`src/rtl/phase_shift_modulator.sv`:
```
// phase_shift_modulator
// Triple-phase-shift modulator for a dual-active-bridge stage. A half-period
// counter sweeps 0..2N-1. The primary and secondary 3-level commands are
// decoded from that counter using the zero-state widths d1/d2 and the outer
// phase shift phi. New settings arrive through a valid/ready handshake, are
// range-checked, and are parked in a pending set. The pending set becomes the
// active set only at a period wrap, or immediately while idle.
// Optional feature macro: PHASE_RAMP_EN. When it is defined, the active phi
// slews toward the requested phi by at most RAMP_STEP per period.
module phase_shift_modulator #(
    parameter int W = 16
`ifdef PHASE_RAMP_EN
    ,
    parameter int RAMP_STEP = 1
`endif
) (
    input  logic         clk,
    input  logic         rst,
    input  logic         ce,
    input  logic         en,
    input  logic         cfg_valid,
    output logic         cfg_ready,
    input  logic [W-1:0] half_period,
    input  logic [W-1:0] d1,
    input  logic [W-1:0] d2,
    input  logic [W:0]   phi,
    output logic         cfg_err,
    output logic [1:0]   V1,
    output logic [1:0]   V2,
    output logic         period_start,
    output logic         running
);

    typedef enum logic [1:0] {IDLE = 2'd0, RUN = 2'd1, STOP = 2'd2} state_t;

    localparam logic [W-1:0] N_MIN = W'(2);

    state_t       state_reg, state_next;
    logic [W:0]   cnt_reg, cnt_next;

    logic [W-1:0] pend_n_reg, pend_d1_reg, pend_d2_reg;
    logic [W:0]   pend_phi_reg;
    logic         pend_full_reg;

    logic [W-1:0] act_n_reg, act_d1_reg, act_d2_reg;
    logic [W:0]   act_phi_reg;
    logic         act_loaded_reg;

    logic         cfg_err_reg;
    logic [1:0]   v1_reg, v2_reg, v1_next, v2_next;
    logic         ps_reg, ps_next;

    logic [W:0]   two_n, last_cnt, half_last, cnt_inc, sec_pos;
    logic         at_wrap, at_half, xfer, cfg_ok, promote;

`ifdef PHASE_RAMP_EN
    localparam logic [W:0] STEP = (W+1)'(RAMP_STEP);

    logic [W:0] tgt_phi_reg;

    // Move cur toward tgt by at most STEP and never past it.
    function automatic logic [W:0] ramp_toward(input logic [W:0] cur, input logic [W:0] tgt);
        if (cur < tgt)
            ramp_toward = ((tgt - cur) > STEP) ? cur + STEP : tgt;
        else
            ramp_toward = ((cur - tgt) > STEP) ? cur - STEP : tgt;
    endfunction
`endif

    // Counter landmarks for the active set. 2N is held at W+1 bits, so it cannot overflow.
    assign two_n     = {act_n_reg, 1'b0};
    assign last_cnt  = two_n - 1'b1;
    assign half_last = {1'b0, act_n_reg} - 1'b1;
    assign at_wrap   = (cnt_reg == last_cnt);
    assign at_half   = (cnt_reg == half_last);
    assign cnt_inc   = at_wrap ? '0 : cnt_reg + 1'b1;

    // Handshake and promotion qualifiers.
    assign cfg_ready = !pend_full_reg;
    assign xfer      = cfg_valid && cfg_ready && ce;
    assign cfg_ok    = (half_period >= N_MIN) && (d1 <= half_period) &&
                       (d2 <= half_period) && (phi < {half_period, 1'b0});
    assign promote   = ce && pend_full_reg && ((state_reg == IDLE) || at_wrap);

    // The secondary position is (cnt - phi) mod 2N. The true result is below
    // 2N <= 2^(W+1), so plain W+1-bit modular arithmetic gives it exactly.
    assign sec_pos = (cnt_reg >= act_phi_reg) ? (cnt_reg - act_phi_reg)
                                              : (cnt_reg + two_n - act_phi_reg);

    // One level decoder per bridge side. Channel 0 is the primary, channel 1 the secondary.
    for (genvar gi = 0; gi < 2; gi++) begin : g_ch
        logic [W:0] pos;
        logic [W:0] dz;
        logic [W:0] n_ext;
        logic [1:0] lvl;

        assign pos   = (gi == 0) ? cnt_reg : sec_pos;
        assign dz    = {1'b0, (gi == 0) ? act_d1_reg : act_d2_reg};
        assign n_ext = {1'b0, act_n_reg};

        // Map position to a level: zero state first, then +1 in the first half and -1 in the second.
        always_comb begin
            if (pos < n_ext)
                lvl = (pos < dz) ? 2'b00 : 2'b01;
            else
                lvl = (pos < (n_ext + dz)) ? 2'b00 : 2'b11;
        end
    end

    // Settings path: accept and check offers, then promote pending to active at legal points.
    always_ff @(posedge clk) begin
        if (rst) begin
            pend_n_reg     <= '0;
            pend_d1_reg    <= '0;
            pend_d2_reg    <= '0;
            pend_phi_reg   <= '0;
            pend_full_reg  <= 1'b0;
            act_n_reg      <= '0;
            act_d1_reg     <= '0;
            act_d2_reg     <= '0;
            act_phi_reg    <= '0;
            act_loaded_reg <= 1'b0;
            cfg_err_reg    <= 1'b0;
`ifdef PHASE_RAMP_EN
            tgt_phi_reg    <= '0;
`endif
        end else if (ce) begin
            if (xfer) begin
                if (cfg_ok) begin
                    pend_n_reg    <= half_period;
                    pend_d1_reg   <= d1;
                    pend_d2_reg   <= d2;
                    pend_phi_reg  <= phi;
                    pend_full_reg <= 1'b1;
                    cfg_err_reg   <= 1'b0;
                end else begin
                    cfg_err_reg   <= 1'b1;
                end
            end
            if (promote) begin
                // Promotion reads the old pending contents. A setting accepted in
                // the same cycle keeps pending full.
                act_n_reg      <= pend_n_reg;
                act_d1_reg     <= pend_d1_reg;
                act_d2_reg     <= pend_d2_reg;
                act_loaded_reg <= 1'b1;
                if (!(xfer && cfg_ok))
                    pend_full_reg <= 1'b0;
`ifdef PHASE_RAMP_EN
                tgt_phi_reg    <= pend_phi_reg;
                act_phi_reg    <= (state_reg == IDLE) ? pend_phi_reg
                                                      : ramp_toward(act_phi_reg, pend_phi_reg);
            end else if (running && at_wrap) begin
                act_phi_reg    <= ramp_toward(act_phi_reg, tgt_phi_reg);
`else
                act_phi_reg    <= pend_phi_reg;
`endif
            end
        end
    end

    // FSM state register and period counter.
    always_ff @(posedge clk) begin
        if (rst) begin
            state_reg <= IDLE;
            cnt_reg   <= '0;
        end else if (ce) begin
            state_reg <= state_next;
            cnt_reg   <= cnt_next;
        end
    end

    // Next-state logic. STOP keeps switching until a half boundary, so a half cycle is never cut short.
    always_comb begin
        state_next = state_reg;
        cnt_next   = cnt_reg;
        case (state_reg)
            IDLE: begin
                cnt_next = '0;
                if (en && act_loaded_reg)
                    state_next = RUN;
            end
            RUN: begin
                cnt_next = cnt_inc;
                if (!en)
                    state_next = STOP;
            end
            STOP: begin
                if (en) begin
                    state_next = RUN;
                    cnt_next   = cnt_inc;
                end else if (at_wrap || at_half) begin
                    state_next = IDLE;
                    cnt_next   = '0;
                end else begin
                    cnt_next   = cnt_inc;
                end
            end
            default: begin
                state_next = IDLE;
                cnt_next   = '0;
            end
        endcase
    end

    // Output decode. Levels are driven only while switching, and 00 otherwise.
    always_comb begin
        running = (state_reg == RUN) || (state_reg == STOP);
        v1_next = running ? g_ch[0].lvl : 2'b00;
        v2_next = running ? g_ch[1].lvl : 2'b00;
        ps_next = running && (cnt_reg == '0);
    end

    // Registered level commands, one ce-cycle behind the counter.
    always_ff @(posedge clk) begin
        if (rst) begin
            v1_reg <= 2'b00;
            v2_reg <= 2'b00;
            ps_reg <= 1'b0;
        end else if (ce) begin
            v1_reg <= v1_next;
            v2_reg <= v2_next;
            ps_reg <= ps_next;
        end
    end

    assign V1           = v1_reg;
    assign V2           = v2_reg;
    assign period_start = ps_reg;
    assign cfg_err      = cfg_err_reg;

endmodule

```
`config.mk`:
```
export PLATFORM = sky130hd
export DESIGN_NAME = phase_shift_modulator
export DESIGN_NICKNAME = d
export VERILOG_FILES = /design/src/rtl/phase_shift_modulator.sv
export SDC_FILE = /design/constraint.sdc
export NUM_CORES = 1
export LEC_CHECK = 0
export ABC_AREA = 1
export CORE_MARGIN = 4
export CORE_UTILIZATION = 50
export CTS_CLUSTER_SIZE = 16
export DETAILED_ROUTE_END_ITERATION = 16
export GPL_TIMING_DRIVEN = 0
export HOLD_SLACK_MARGIN = 0.1
export PLACE_DENSITY = 0.77
export SETUP_SLACK_MARGIN = 0.1
export SYNTH_ARGS = -nofsm -noshare
export SYNTH_HDL_FRONTEND = slang
export SYNTH_SLANG_ARGS = --single-unit
```
`constraint.sdc`:
```
create_clock -name clk -period 10.5 [get_ports clk]
set_input_delay 1.05 -clock clk [delete_from_list [all_inputs] [get_ports clk]]
set_output_delay 1.05 -clock clk [all_outputs]
set_load 0.02 [all_outputs]
```
==> impl_metrics.ini, run 1 <==
[power]
p_int_mw = 1.17
p_leak_nw = 7.50
pwr-share-clk = 0.340
p_per_area_nw_per_um2 = 122
peakVddDrop_mv = 0.105
pwr-share-comb = 0.325
p_sw_uw = 720
seq_power_share = 0.335
sw_frac_of_total = 0.381

[cells_and_area]
final_cells = 2416
fin_util = 0.575
layout.nets = 2356
diodes = 0
syn_to_final_growth_pct = 13.3
nFillCells = 2601
drive_above_1_share = 0.0323
fin_area_um2 = 15400
most-common-layout-cells = 343 x nand2_1, 261 x inv_1, 224 x a21oi_1
final_common_cell = nand2_1

[critical_path]
crit_fanout = 10
crit_type = reg2reg
path_common_cell = nand2_1
critPathLaunchType = flop
max_stage_delay_ns = 0.75
crit_arrival_ns = 5.72
worstPathRequired_ns = 10.84
end_kind = flop
crit_slowest_cell = dfxtp_1

[cts]
clkTransAtPathRegs_ns = 0.08
clock_insertion_delay_worst_skew_ns = 0.44
clockBufferDepth = 2
cts_sinks = 157
postCtsSetupBuffers = 0
cts_root_buf = clkbuf_16
cts_buffers = 17
ctsHoldBuffers = 0
cts.htree.levels = 4
cts_tree = built
post_cts_resized = 0

[detailed_routing]
antenna_left = 0
avgRoutedWirePerCell_um = 18.8
via_per_inst = 5.80
drc_errors = 0
firstDrtPassIters = 6
drt_iter0_drc = 1309
vias = 14003
wirelength_mm = 45.4

[global_routing]
gr-total-overflow = 0
grt_use_total = 0.294
grt_start_max_net_pins = 20
grt_pass1_vias = 13380
grt_pass1_wl_mm = 71.2
grt_antenna_before_repair = 0

[timing]
setup_viol = 0
tightestPinTransition_ns = 0.936
period_share = 0.512
hold_viol = 0
min_period_ns = 5.38
fmax_mhz = 186
fin_skew_ns = 0.0159
relSlewSlack = 0.376
timing.setup.tns_ns = 0
rsz0062_at_grt = no
slew_viol_final = 0

[synth]
synthAdderAreaFrac = 0.216
yosys.area.top_type = dfxtp_1
syn_area_um2 = 13600
yosys-top-cells-area = dfxtp_1 23%, ha_1 19%, nand2_1 9.4%
synth_xor_area_frac = 0.0462
yosysTopAreaCellShare = 0.230
synth_seq_cells = 157
synth_edf_count = 0
yosys.area_share.simple = 0.229
ys_async_sr_fraction = 0
synth_ff_type = dfxtp_1
synth_warnings = 0
muxShareOfSynthArea = 0.00220
ys_seq_area_frac = 0.230
synth_cell_types = 49
synthCells = 1966
synth_top_family_by_area = simple AND/OR/NAND/NOR gates
synth-compound-area-share = 0.180
syn_avg_cell_area_um2 = 6.94
synth_nets = 2260

[placed_design]
post_dp_cell_area_um2 = 14800
portBuffers = 77
gp_congestion = 1.04
dp.cells = 2384
post-dp-hpwl_mm = 36.9

[floorplanning]
placementRows = 60
fp.dieArea_um2 = 30000
fp.dieW_um = 173
core_um2 = 26900
start_util = 0.507
num_io_pins = 78
die_h_um = 173

[min_path]
min-delay-path-class = reg2reg

[job]
drv_cap = 0

[status]
status = completed
==> per-stage QoR <==
step | worst slack, ns | total power [mW] | hold WS (ns)
after floorplan | 6.43 | 1.06 | 0.430
after global placement | 5.35 | 1.22 | 0.449
after detailed placement | 5.27 | 1.24 | 0.453
after CTS | 5.26 | 1.87 | 0.464
after global routing | 4.77 | 1.99 | 0.491
final | 5.12 | 1.89 | 0.464
==> logic make-up after synthesis <==
logic type	Yosys count
compound gates	458
xor+xnor	72
fa+ha+maj	224
buf+inv	333
flops	157
mux	3
simple gates	719
==> cell usage after synthesis, drive strengths merged, types with 3 or more instances <==
cell,instances
a31oi,10
mux2i,3
a21oi,224
a21boi,5
nor3,77
nor2,152
nand3b,9
nand3,93
xnor2,15
nand2,347
buf,13
clkbuf,52
o221ai,3
nand4,31
o21ai,169
inv,267
fa,19
dfxtp,157
o2111ai,4
ha,205
o21bai,7
o21a,5
nor4,8
a211oi,7
xor2,57
a21o,9
o211ai,5
==> path summary, 6_finish.rpt <==
kind / from / end / slack (ns) / depth (start not counted)
max: cnt_reg[1] / V2[0] / 5.12 / 30
min: act_loaded_reg / act_loaded_reg / 0.46 / 2
max reg2reg: cnt_reg[1] / V2[0] / 5.12 / 30
min reg2reg: act_loaded_reg / act_loaded_reg / 0.46 / 2
==> critical path, delay by kind of cell (launching register included) <==
family	cells	cell delay, ns
buffers and inverters	6	0.63
and+or+nand+nor	14	1.32
AOI/OAI and AO/OA	6	0.99
adders and majority gates	4	1.58
DFF	1	0.75
==> layout make-up <==
cell class	count	area, µm²	area share
Multi-Input combinational cell	1476	9190	0.595
Sequential cell	157	3140	0.203
Inverter	268	1010	0.0651
Timing Repair Buffer	77	771	0.0499
Tap cell	341	427	0.0276
Clock buffer	17	425	0.0275
Buffer	65	297	0.0192
Clock inverter	15	189	0.0122
==> power by group through the flow <==
stage / logic, mW / registers [mW] / clock network (mW)
after floorplan: 0.418 / 0.641 / 0
after detailed placement: 0.595 / 0.645 / 0
after global placement: 0.577 / 0.644 / 0
after global routing: 0.687 / 0.634 / 0.665
final: 0.614 / 0.632 / 0.642
after CTS: 0.601 / 0.631 / 0.637
==> routing by layer <==
| layer | up-vias | track usage | part of all wire |
|---|---|---|---|
| met5 | - | 0 | 0 |
| met4 | 0 | 0.146 | 0.057 |
| met3 | 131 | 0.0376 | 0.080 |
| met2 | 639 | 0.474 | 0.44 |
| met1 | 6421 | 0.390 | 0.43 |
| li1 | 6812 | - | - |
Note: power is estimated with default switching activity, not from simulation.
==> run 2: changes to the inputs <==
==> constraint.sdc (replaced) <==
create_clock -name clk -period 5.1 [get_ports clk]
set_input_delay 0.51 -clock clk [delete_from_list [all_inputs] [get_ports clk]]
set_output_delay 0.51 -clock clk [all_outputs]
set_load 0.02 [all_outputs]
==> run 2 against run 1 <==
Worst hold slack worse by 0.00063 ns. Clock power up 110%. Cell count up 0.54%. Count of clock-buffer cells in the layout stayed put. First-iteration DRC count is 6.5% higher.
==> impl_metrics.ini, run 2 (same netlist as run 1, synthesis figures left out) <==
[floorplanning]
fp.dieW_um = 173
placementRows = 60
start_util = 0.507
die_h_um = 173
fp.dieArea_um2 = 30000
num_io_pins = 78
core_um2 = 26900

[placed_design]
gp_congestion = 1.04
post-dp-hpwl_mm = 36.9
portBuffers = 77
dp.cells = 2384
dp_slack_ns = -0.128

[cells_and_area]
nFillCells = 2580
final_common_cell = nand2_1
layout.nets = 2369
diodes = 0
multiInputGateArea_um2 = 9210
most-common-layout-cells = 342 x nand2_1, 256 x inv_1, 222 x a21oi_1
syn_to_final_growth_pct = 14.5
fin_util = 0.581
seqCellArea_um2 = 3170
drive_above_1_share = 0.0508
final_cells = 2429

[power]
peakVddDrop_mv = 0.217
p_per_area_nw_per_um2 = 249
p_leak_nw = 7.58

[timing]
relSlewSlack = 0.392
fmax_mhz = 213
setup_viol = 0
slew_viol_final = 0
worst_slack_ns = 0.412
tightestPinTransition_ns = 0.913
rsz0062_at_grt = no
period_share = 0.919
min_period_ns = 4.69
hold_viol = 0
fin_skew_ns = 0.0155
timing.setup.tns_ns = 0

[global_routing]
gr-total-overflow = 0
grt_start_max_net_pins = 20
grt_antenna_before_repair = 0
grt_pass1_wl_mm = 71.2
grt_use_total = 0.294
grt_pass1_vias = 13380

[detailed_routing]
antenna_left = 0
firstDrtPassIters = 6
drc_errors = 0
via_per_inst = 5.79
avgRoutedWirePerCell_um = 18.8
wirelength_mm = 45.7
vias = 14072
drt_iter0_drc = 1394

[critical_path]
r2r_setup_slack_ns = 0.41
crit_type = reg2reg
crit_arrival_ns = 5.03
critPathLaunchType = flop
cp_top_family = adder cells
crit_buf_inv = 5
end_kind = flop
max_stage_delay_ns = 0.58
crit_fanout = 6
worstPathRequired_ns = 5.44
crit_slowest_cell = fa_1

[job]
drv_cap = 0

[cts]
cts.htree.levels = 4
cts_buffers = 17
clkTransAtPathRegs_ns = 0.08
cts_tree = built
clock_insertion_delay_worst_skew_ns = 0.44
cts_root_buf = clkbuf_16
cts_sinks = 157
clockBufferDepth = 2
ctsHoldBuffers = 0

[min_path]
min-delay-path-class = reg2reg

[status]
status = completed
==> run 2: cell types whose count changed in the layout (fill, tap and decap cells not counted), moves of 4 or more <==
cell / delta
dfxtp_4: +4
buf_4: +13
dfxtp_2: +10
dfxtp_1: -14
clkinvlp_4: +5
inv_1: -5
==> run 2: worst min-delay path: cells and delay by family (launching register included) <==
kind / cells / cell delay [ns]
AOI/OAI and AO/OA: 1 / 0.05
DFF: 1 / 0.32
buffers and inverters: 1 / 0.05
==> run 2: per-layer routing <==
layer	global-route usage	share of wire	up-vias	routed length, µm
li1	-	-	6832	-
met1	0.390	0.43	6485	19500
met2	0.474	0.44	640	20300
met3	0.0376	0.079	115	3600
met4	0.146	0.050	0	2300
met5	0	0	-	0
==> run 2: power breakdown <==
part / total (mW) / switching [mW] / internal [mW]
sequential: 1.30 / 0.0333 / 1.27
combinational: 1.27 / 0.799 / 0.474
clock: 1.32 / 0.650 / 0.667
==> run 2: repair_timing <==
item                       in CTS  in global routing
hold endpoints to repair        0                  0
setup endpoints to repair       2                  2
setup buffers                   0                 13
pin swaps                       0                  0
gates resized for setup         1                 41
==> run 2: cell type report <==
cell class,count,area share
multi-input cells,1476,0.590
flip-flops and latches,157,0.203
inverters,268,0.0656
repair buffers,90,0.0556
well taps,341,0.0273
clock buffers,17,0.0272
plain buffers,65,0.0195
clock inverters,15,0.0121
==> run 2: stage by stage <==
stage / hold WS, ns / area (µm²) / total power [mW]
2_1_floorplan: 0.430 / 13600 / 2.18
6_report: 0.463 / 15600 / 3.89
3_3_place_gp: 0.449 / 14800 / 2.52
5_1_grt: 0.491 / 15600 / 4.10
4_1_cts: 0.464 / 15400 / 3.85
3_5_place_dp: 0.453 / 14800 / 2.55
==> run 2: final timing paths <==
kind,start,endpoint,cells after the start
max,cnt_reg[2],V2[0],27
min reg2reg,act_loaded_reg,act_loaded_reg,2
max reg2reg,cnt_reg[2],V2[0],27
min,act_loaded_reg,act_loaded_reg,2
